===== config.mk =====
export PLATFORM = sky130hd
export DESIGN_NAME = basic_alu
export DESIGN_NICKNAME = d
export VERILOG_FILES = /design/src/rtl/basic_alu_pkg.sv /design/src/rtl/basic_alu_core.sv /design/src/rtl/basic_alu.sv
export SDC_FILE = /design/constraint.sdc
export NUM_CORES = 1
export LEC_CHECK = 0
export ABC_AREA = 1
export CAP_MARGIN = 0
export CORE_ASPECT_RATIO = 0.5
export CORE_UTILIZATION = 32
export DETAILED_ROUTE_END_ITERATION = 8
export GPL_ROUTABILITY_DRIVEN = 0
export SYNTH_ARGS = -nofsm -noshare
export SYNTH_HDL_FRONTEND = slang
export SYNTH_SLANG_ARGS = --single-unit
export TNS_END_PERCENT = 100

===== constraint.sdc =====
create_clock -name clk -period 1.13 [get_ports clk]
set_clock_uncertainty 0.2 [all_clocks]
set_input_delay 0.226 -clock clk [delete_from_list [all_inputs] [get_ports clk]]
set_output_delay 0.226 -clock clk [all_outputs]
set_load 0.05 [all_outputs]

===== src/rtl/basic_alu_pkg.sv =====
// Purpose: shared opcode encodings and the opcode type for the basic_alu slice.
// Contents:
//   OP_ADD / OP_SUB / OP_AND / OP_OR  2-bit opcode encodings
//   alu_op_t                          2-bit enum built on those encodings
package basic_alu_pkg;

  localparam logic [1:0] OP_ADD = 2'b00;
  localparam logic [1:0] OP_SUB = 2'b01;
  localparam logic [1:0] OP_AND = 2'b10;
  localparam logic [1:0] OP_OR  = 2'b11;

  typedef enum logic [1:0] {
    ALU_ADD = OP_ADD,
    ALU_SUB = OP_SUB,
    ALU_AND = OP_AND,
    ALU_OR  = OP_OR
  } alu_op_t;

endpackage


===== src/rtl/basic_alu_core.sv =====
// Purpose: combinational compute for the basic ALU (no state).
// Ports:
//   a_i, b_i   in   WIDTH  unsigned operands
//   op_i       in   2      opcode (see basic_alu_pkg)
//   result_o   out  WIDTH  result modulo 2^WIDTH
//   carry_o    out  1      ADD carry-out, SUB borrow (a<b), 0 for logic ops
module basic_alu_core
  import basic_alu_pkg::*;
#(
  parameter int WIDTH = 8
) (
  input  logic [WIDTH-1:0] a_i,
  input  logic [WIDTH-1:0] b_i,
  input  logic [1:0]       op_i,
  output logic [WIDTH-1:0] result_o,
  output logic             carry_o
);

  logic [WIDTH:0] sum;
  logic [WIDTH:0] diff;
  alu_op_t        op;

  assign op = alu_op_t'(op_i);

  // Both arithmetic paths are computed at WIDTH+1 bits; the top bit of the
  // difference is set exactly when a < b, which is the borrow.
  assign sum  = {1'b0, a_i} + {1'b0, b_i};
  assign diff = {1'b0, a_i} - {1'b0, b_i};

  always_comb begin
    result_o = '0;
    carry_o  = 1'b0;
    case (op)
      ALU_ADD: begin
        result_o = sum[WIDTH-1:0];
        carry_o  = sum[WIDTH];
      end
      ALU_SUB: begin
        result_o = diff[WIDTH-1:0];
        carry_o  = diff[WIDTH];
      end
      ALU_AND: result_o = a_i & b_i;
      ALU_OR:  result_o = a_i | b_i;
      default: begin
        result_o = '0;
        carry_o  = 1'b0;
      end
    endcase
  end

endmodule


===== src/rtl/basic_alu.sv =====
// Purpose: registered single-cycle execute-stage ALU (ADD/SUB/AND/OR).
//   Inputs are sampled on a rising clk edge when in_valid is high; result,
//   carry, zero and out_valid appear one cycle later. Without in_valid the
//   data outputs hold and out_valid drops.
// Ports:
//   clk        in   1      rising-edge clock
//   rst_n      in   1      asynchronous active-low reset
//   in_valid   in   1      a/b/op_code valid this cycle
//   a, b       in   WIDTH  unsigned operands
//   op_code    in   2      00=ADD 01=SUB 10=AND 11=OR
//   result     out  WIDTH  registered result
//   carry      out  1      carry-out / borrow, 0 for logic ops
//   zero       out  1      registered result == 0
//   out_valid  out  1      outputs valid strobe
module basic_alu
  import basic_alu_pkg::*;
#(
  parameter int WIDTH = 8
) (
  input  logic             clk,
  input  logic             rst_n,
  input  logic             in_valid,
  input  logic [WIDTH-1:0] a,
  input  logic [WIDTH-1:0] b,
  input  logic [1:0]       op_code,
  output logic [WIDTH-1:0] result,
  output logic             carry,
  output logic             zero,
  output logic             out_valid
);

  logic [WIDTH-1:0] result_d, result_q;
  logic             carry_d,  carry_q;
  logic             zero_d,   zero_q;
  logic             vld_d,    vld_q;

  basic_alu_core #(.WIDTH(WIDTH)) u_core (
    .a_i      (a),
    .b_i      (b),
    .op_i     (op_code),
    .result_o (result_d),
    .carry_o  (carry_d)
  );

  // zero is derived from the freshly computed result so it lands in the same
  // cycle as the result it describes.
  assign zero_d = (result_d == '0);
  assign vld_d  = in_valid;

  // Stage boundary: operands -> registered outputs.
  always_ff @(posedge clk or negedge rst_n) begin
    if (!rst_n) begin
      result_q <= '0;
      carry_q  <= 1'b0;
      zero_q   <= 1'b0;
      vld_q    <= 1'b0;
    end else begin
      vld_q <= vld_d;
      if (in_valid) begin
        result_q <= result_d;
        carry_q  <= carry_d;
        zero_q   <= zero_d;
      end
    end
  end

  assign result    = result_q;
  assign carry     = carry_q;
  assign zero      = zero_q;
  assign out_valid = vld_q;

endmodule


---- After elaboration in Yosys (flattened, before gate mapping) ----
Cells that the tools add are included.
storage, ports and cells
  logic and storage cells ................. 15
  bits in registers ....................... 11
  output and inout port bits .............. 11
  input bits .............................. 21
operators by class
  equal/unequal tests ..................... 3
  reduce and logical (&&, ||, !) cells .... 2
  bitwise logic cells ..................... 2
  add/subtract/negate cells ............... 2
  muxes and demuxes ....................... 2
operators with widths
  operator                                             number
  case mux 8 bit (4 select lines)                      1
  adder 8 x 8 -> 9 bit                                 1
  subtractor 8 x 8 -> 9 bit                            1
  bitwise AND 8 bit                                    1
  zero test 8 bit                                      1
  OR 8 bit                                             1
  equality test 2 bit, second input constant           2
  equality test 2 x 1 -> 1 bit, second input constant  1
  zero test 2 bit                                      1
  case mux 1 bit (2 select lines)                      1

---- Longest topological paths before layout ----
Gate-level depths: netlist (run 1).
  depth after elaboration ................. 3
  gate-level depth with buffers ........... 15
  mapped depth without buffers ............ 15

---- Cells and area by module ----
From an unflattened synthesis (run 1), not the netlist that was laid out.
unflattened totals
  cell total of the unflattened synthesis .. 241
  area total of the unflattened synthesis .. 1576.5 sq um
modules (own cells, without submodules)
  module          area an instance (sq um)  instances  cells an instance  seq. area each (sq um)
  basic_alu_core  1113.6                    1          192                0.0
  basic_alu       462.9                     1          49                 275.3

---- Worst setup path after synthesis (run 1) ----
No wires, ideal clock.
  kind .................................... input to register
  from .................................... input a[0]
  to ...................................... register carry_q, in the netlist carry
  path buffers ............................ 0
  cell stages on the path ................. 13
  data arrival time ....................... 1.517 ns
  setup slack ............................. -0.704 ns
  cell sequence ........................... inv_1 > ha_1 > fa_1 > inv_1 > nand2_1 > nand2_1 > nand3_1 > nand2_1 > a21oi_1 > o21ai_0 > nand2_1 > nand2_1 > nand2_1
between the ends
  longest elaborated chain between the ends .. 2
ends and longest elaborated chain
  element                                                            line                                        RTL
  start: declaration                                                 basic_alu.sv:23                             input logic [WIDTH-1:0] a,
  subtractor 8 x 8 -> 9 bit or adder 8 x 8 -> 9 bit (tied branches)  basic_alu_core.sv:28, basic_alu_core.sv:27
  case mux 1 bit (2 select lines) *                                  basic_alu_core.sv:33                        case (op)
  end signal: assignment                                             basic_alu.sv:61                             carry_q <= carry_d;
  end: declaration                                                   basic_alu.sv:33                             logic carry_d, carry_q;
Mark *: on every way between the ends. The rest lies on a longest branch, timed or not.
A chain may end at the register's enable or synchronous reset.

---- Worst setup path after layout (run 1) ----
  from .................................... input a[0]
  to ...................................... register zero_q, in the netlist zero
between the ends
  longest elaborated chain between the ends .. 3
ends and longest elaborated chain
  element                                            line                  RTL
  subtractor 8 x 8 -> 9 bit (tied with other cells)  basic_alu_core.sv:28  assign diff = {1'b0, a_i} - {1'b0, b_i};
  case mux 8 bit (4 select lines) *                  basic_alu_core.sv:33
  zero test 8 bit *                                  basic_alu.sv:47       assign zero_d = (result_d == '0);
  end signal: assignment                             basic_alu.sv:62       zero_q <= zero_d;
  end: declaration                                   basic_alu.sv:34       logic zero_d, zero_q;
Marked as above.

==> impl_metrics.json, run 1 <==
{
  "switchingPower_uw": 1008,
  "cp.depth": 15,
  "critPathArrivalTime_ns": 1.71,
  "fp.dieH_um": 50.68,
  "switching_share_pct": 40.85,
  "slew_violations": 0,
  "final_util_pct": 67.23,
  "cpMostUsedCell": "nand2_1",
  "r2r_start": "result[1]",
  "grt.total_usage_pct": 21.79,
  "wl_mm": 5.228,
  "rr_endpoint": "result[1]",
  "synth_compound_area_share_pct": 6.518,
  "syn_area_per_cell_um2": 6.042,
  "cts.sinks": 11,
  "holdCritPathClass": "in2async",
  "path_cells": "buf_12 -> inv_12 -> ha_4 -> fa_2 -> inv_2 -> nand2_4 -> nand2_4 -> nand3_2 -> nand3_1 -> nand2_1 -> nand2_1 -> nand3_1 -> nor2_1 -> nand2_1 -> nand2_1",
  "root_buffer": "clkbuf_8",
  "cpPeakStageDelay_ns": 0.37,
  "critPathCapture": "zero",
  "yosysTopAreaCellShare_pct": 22.03,
  "first_pass_iters": 4,
  "cts_tree": "yes",
  "hold_viol": 0,
  "fin_crit_sh_pct": 152.8,
  "rows": 17,
  "p_leak_uw": 0.001532,
  "drive_gt1_share_pct": 57.31,
  "dieArea_um2": 5035,
  "setup_slack_ns": -0.5961,
  "syn_nets": 298,
  "end_kind": "flop",
  "wl_per_cell_um": 12.88,
  "n_fill_cell": 364,
  "grt_pass1_vias": 1876,
  "synth_area_leader_cell": "nand2_1",
  "fmax_mhz": 579.3,
  "total_power_uw": 2467,
  "grt_max_degree": 14,
  "dpl.cell_count": 384,
  "tightest_slew_ns": 0.2256,
  "syn_to_final_growth_pct": 98.02,
  "clkLatencyLatePin_ns": 0.24,
  "seqPwrFrac_pct": 20.0,
  "status": "finished with violations",
  "antenna_found_initial": 0,
  "drcViolationCount": 0,
  "relSlewSlack_pct": 84.80,
  "yosys_most_used_dff": "dfrtp_1",
  "core_um2": 4467,
  "clockPowerShare_pct": 16.0,
  "ys_seq_area_share_pct": 18.15,
  "critPathLaunchType": "input pin",
  "cp-startpoint": "a[0]",
  "diodes": 0,
  "setup_violations": 21,
  "ys_ff_latch": 11,
  "yosysMostFrequentCell": "nand2_1",
  "p_int_uw": 1459,
  "nets": 397,
  "failed_checks": "negative setup slack",
  "final_cells": 406,
  "portBuffers": 31,
  "die-width_um": 99.36,
  "synth_edf_count": 0,
  "period_needed_ns": 1.726,
  "critPathMaxFanout": 3,
  "start_util_pct": 33.95,
  "synth_mux_area_share_pct": 0,
  "reg2reg_slack_ns": 0.15,
  "crit_slowest_cell": "fa_2",
  "async_reset_ff_share_pct": 100.0,
  "max_cap_viol_count": 0,
  "pin_count": 32,
  "synth_xor_area_share_pct": 0.5776,
  "overflow": 0,
  "pwr-share-comb_pct": 64.0,
  "drt_iter0_markers": 115,
  "r2r_cells": 3,
  "yosys_warnings": 0,
  "htree_levels": 1,
  "ir_drop_mv": 0.3965,
  "synth.area.top_cells": "nand2_1, ha_1, dfrtp_1",
  "netlist_instances": 251,
  "synth_cell_type_count": 21,
  "yosys.area_share.adder_pct": 22.44,
  "ctsLongestPathBuffers": 2,
  "fin_hold_ws_ns": 0.08196,
  "critPathBufInv": 3,
  "grt_pass1_wl_mm": 8.507,
  "vias_per_cell": 4.810,
  "synth_common_cells": "nand2_1, inv_1, nand3_1",
  "synth_top_family_by_area": "simple AND/OR/NAND/NOR gates",
  "clk_pin_slew_worst_paths_ns": 0.05,
  "cp_top_family": "simple AND/OR/NAND/NOR gates",
  "num_vias": 1953,
  "rsz0062_at_grt": "yes",
  "critPathKind": "in2reg",
  "worstPathRequired_ns": 1.11,
  "power_density_nw_per_um2": 821.5,
  "place_hpwl_mm": 3.623,
  "synthesis.area_um2": 1516,
  "yosys.area_share.simple_pct": 38.86,
  "cts-buffers-inserted": 3,
  "antenna_left": 0
}
## area by class of cell
type	count	area, um2	area share (%)
Timing Repair Buffer	96	888.4	29.58
Sequential cell	11	275.3	9.167
Multi-Input combinational cell	186	1493	49.71
Tap cell	57	71.32	2.375
Inverter	52	230.2	7.667
Clock buffer	4	45.04	1.500
## worst min-delay path by stage
stage,startpoint,endpoint,slack [ns],depth (start not counted)
after global placement,result[7],result[7],0.33,2
after global routing,rst_n,result[7],0.11,2
after CTS,rst_n,result[7],0.08,2
final,rst_n,result[7],0.08,2
after floorplan,rst_n,carry,-0.27,0
after detailed placement,rst_n,result[7],0.33,2
## flip-flops by register name (all words and copies together) (netlist names)
| register | flops |
|---|---|
| carry | 1 |
| out_valid | 1 |
| result | 8 |
| zero | 1 |
## cell usage in the layout, fill, tap and decap left out, drive strengths merged
| master | netlist | routed |
|---|---|---|
| o22ai | 3 | 3 |
| dlygate4sd2 | 0 | 3 |
| ha | 24 | 24 |
| buf | 1 | 92 |
| nand4 | 2 | 2 |
| xnor2 | 1 | 1 |
| nand2 | 89 | 89 |
| dfrtp | 11 | 11 |
| nand3 | 26 | 26 |
| clkbuf | 1 | 4 |
| inv | 52 | 52 |
| or2 | 2 | 2 |
| o21ai | 8 | 8 |
| nor2 | 18 | 18 |
| clkdlybuf4s50 | 0 | 1 |
| fa | 2 | 2 |
| nand3b | 2 | 2 |
| nor3 | 1 | 1 |
| a21oi | 8 | 8 |
## kinds of logic (layout without fill, tap and decap cells)
logic type                 after synthesis  in the layout
AOI/OAI and AO/OA                       19             19
xor gates and xnor gates                 1              1
adders and majority gates               26             26
buffers and inverters                   54            152
DFF                                     11             11
and+or+nand+nor                        140            140
## metal layers
metal / share of wire, % / up-vias / GRT usage, %
met5: 0 / - / 0
met4: 2.0 / 0 / 7.598
met3: 6.4 / 13 / 2.089
met2: 49 / 75 / 37.27
met1: 43 / 895 / 28.93
li1: - / 970 / -
## power groups by stage
stage	sequential (uW)	combinational, uW	clock, uW
3_5_place_dp	502	1200	0
6_report	493	1580	395
2_1_floorplan	643	441	0
5_1_grt	501	1690	427
3_3_place_gp	501	1180	0
4_1_cts	495	1420	414
## through the flow
stage	setup WS, ns	instance area, um2	setup TNS [ns]
2_1_floorplan	-0.6020	1587	-4.059
3_3_place_gp	-1.340	2432	-11.85
3_5_place_dp	-1.376	2432	-12.07
4_1_cts	-0.5637	2830	-4.927
5_1_grt	-0.6848	3003	-6.518
6_report	-0.5961	3003	-5.480
## repair_timing
| action | 4_1_cts | 5_1_grt |
|---|---|---|
| hold buffers | 0 | 0 |
| setup buffers | 11 | 10 |
| endpoints found under the setup margin | 21 | 21 |
| pin swaps | 51 | 30 |
| resized for setup | 176 | 33 |
Note: power is estimated with default switching activity, not from simulation.
==> run 2, diff against run 1 <==
--- a/config.mk
+++ b/config.mk
@@ -11,6 +11,8 @@
 export CORE_UTILIZATION = 32
 export DETAILED_ROUTE_END_ITERATION = 8
 export GPL_ROUTABILITY_DRIVEN = 0
+export PLACE_DENSITY = 0.55
+export SETUP_SLACK_MARGIN = 0.2
 export SYNTH_ARGS = -nofsm -noshare
 export SYNTH_HDL_FRONTEND = slang
 export SYNTH_SLANG_ARGS = --single-unit
==> run 2 against run 1 <==
The flow still finishes with violations (negative setup slack). Routed wire length fell by 9.3%. Non-clock buffer count fell by 3. Die area did not move. Worst hold slack improved by 0.026 ns. Setup slack got worse by 0.055 ns. Global-route usage fell by 1.8 points. Utilization fell by 2.0 points. Clock power fell by 1%. Highest routed layer unchanged.
==> impl_metrics.json, run 2 (synthesis results as in run 1) <==
{
  "diodes": 0,
  "max_cap_viol_count": 0,
  "largest_reg_flops": 8,
  "grt_pass1_vias": 1761,
  "setup_violations": 21,
  "place_hpwl_mm": 3.578,
  "grt.total_usage_pct": 19.96,
  "rsz0062_at_grt": "yes",
  "switching_share_pct": 40.46,
  "critPathCapture": "zero",
  "pwr-share-comb_pct": 62.2,
  "final_util_pct": 65.18,
  "nets": 394,
  "root_buffer": "clkbuf_8",
  "grt_use_met2_pct": 32.64,
  "postCtsHoldBufs": 0,
  "wl_per_cell_um": 11.76,
  "busiest_layer": "met2",
  "wl_mm": 4.741,
  "antenna_left": 0,
  "cp-startpoint": "a[0]",
  "fp.dieH_um": 50.68,
  "cts_tree": "yes",
  "fmax_mhz": 561.4,
  "cts.sinks": 11,
  "mostFrequentLayoutCell": "nand2_1",
  "grt_pass1_wl_mm": 7.990,
  "ir_drop_mv": 0.4245,
  "vias_per_cell": 4.630,
  "ctsLongestPathBuffers": 2,
  "fin_crit_sh_pct": 157.6,
  "first_pass_iters": 4,
  "end_kind": "flop",
  "rr_endpoint": "zero",
  "start_util_pct": 33.95,
  "slew_violations": 0,
  "gr-usage-met1_pct": 28.12,
  "pin_count": 32,
  "critPathKind": "in2reg",
  "antenna_found_initial": 0,
  "tightest_slew_ns": 0.2313,
  "status": "finished with violations",
  "setup_slack_ns": -0.6514,
  "critPathMaxFanout": 3,
  "holdCritPathClass": "in2async",
  "period_needed_ns": 1.781,
  "portBuffers": 31,
  "grt_max_degree": 14,
  "cts-buffers-inserted": 3,
  "switchingPower_uw": 959.8,
  "power_density_nw_per_um2": 814.8,
  "overflow": 0,
  "relSlewSlack_pct": 84.58,
  "grtUsageMet3_pct": 2.368,
  "drcViolationCount": 0,
  "total_power_uw": 2372,
  "r2r_start": "zero",
  "die-width_um": 99.36,
  "r2r_cells": 3,
  "clk_pin_slew_worst_paths_ns": 0.05,
  "final_cell_mix": "nand2_1, buf_4, inv_2",
  "drive_gt1_share_pct": 57.51,
  "failed_checks": "negative setup slack",
  "p_leak_uw": 0.001495,
  "worstPathRequired_ns": 1.11,
  "dieArea_um2": 5035,
  "p_int_uw": 1413,
  "seqPwrFrac_pct": 21.3,
  "drt_iter0_markers": 103,
  "htree_levels": 1,
  "hold_viol": 0,
  "clockPowerShare_pct": 16.5,
  "core_um2": 4467,
  "rows": 17,
  "critPathArrivalTime_ns": 1.76,
  "critPathLaunchType": "input pin",
  "syn_to_final_growth_pct": 92.00,
  "reg2reg_slack_ns": 0.17,
  "num_vias": 1866,
  "clkLatencyLatePin_ns": 0.23
}
==> run 2: worst min-delay path by stage <==
stage	to	depth (start not counted)	from
2_1_floorplan	carry	0	rst_n
3_3_place_gp	result[5]	2	result[5]
3_5_place_dp	result[5]	2	result[5]
4_1_cts	result[7]	2	rst_n
5_1_grt	out_valid	2	in_valid
6_report	result[7]	2	rst_n
==> run 2: area by class of cell <==
| cell class | instances | area [um2] |
|---|---|---|
| inverters | 52 | 217.7 |
| multi-input cells | 186 | 1421 |
| well taps | 57 | 71.32 |
| flip-flops and latches | 11 | 287.8 |
| clock buffers | 4 | 45.04 |
| repair buffers | 93 | 868.3 |
| fillers | 383 | 1555 |
==> run 2: critical path: stages <==
cell	delay [ns]
buf_6	0.10
buf_12	0.12
ha_4	0.16
fa_2	0.38
xnor2_1	0.17
nand2_1	0.08
nand2_2	0.09
nand2_2	0.05
nor2_2	0.09
nand3_1	0.08
nor2_1	0.10
nand2_1	0.05
nand2_1	0.05
==> run 2: power by group through the flow <==
stage | sequential [uW] | clock (uW) | combinational [uW]
finish | 506 | 390 | 1480
CTS | 507 | 400 | 1400
global placement | 510 | 0 | 1190
floorplan | 654 | 0 | 441
detailed placement | 513 | 0 | 1200
global route | 512 | 418 | 1590
==> run 2: per-stage QoR <==
step | setup TNS [ns] | hold slack, ns | cell area [um2] | std cells | worst slack, ns
5_1_grt | -7.278 | 0.1145 | 2912 | 403 | -0.7707
3_3_place_gp | -11.86 | 0.3114 | 2457 | 384 | -1.356
4_1_cts | -5.780 | 0.1089 | 2848 | 397 | -0.6390
6_report | -6.209 | 0.1083 | 2912 | 403 | -0.6514
2_1_floorplan | -4.065 | -0.2696 | 1599 | 251 | -0.6020
3_5_place_dp | -12.13 | 0.3137 | 2457 | 384 | -1.374
==> run 2: repair_timing <==
action	in CTS	in global routing
setup buffers	9	6
gates cloned	0	0
pin swaps	42	28
setup endpoints to repair	21	21
resized for setup	166	16
==> run 2: layer usage <==
| layer | vias up | wire, um |
|---|---|---|
| met5 | - | 0 |
| met4 | 0 | 55 |
| met3 | 8 | 171 |
| met2 | 47 | 2088 |
| met1 | 848 | 2427 |
| li1 | 963 | - |
==> run 3, diff against run 2 <==
--- a/config.mk
+++ b/config.mk
@@ -6,7 +6,7 @@
 export NUM_CORES = 1
 export LEC_CHECK = 0
 export ABC_AREA = 1
-export CAP_MARGIN = 0
+export CAP_MARGIN = 20
 export CORE_ASPECT_RATIO = 0.5
 export CORE_UTILIZATION = 32
 export DETAILED_ROUTE_END_ITERATION = 8
==> results of run 3 <==
The final DEF is identical to that of run 2; final timing and power are the same.
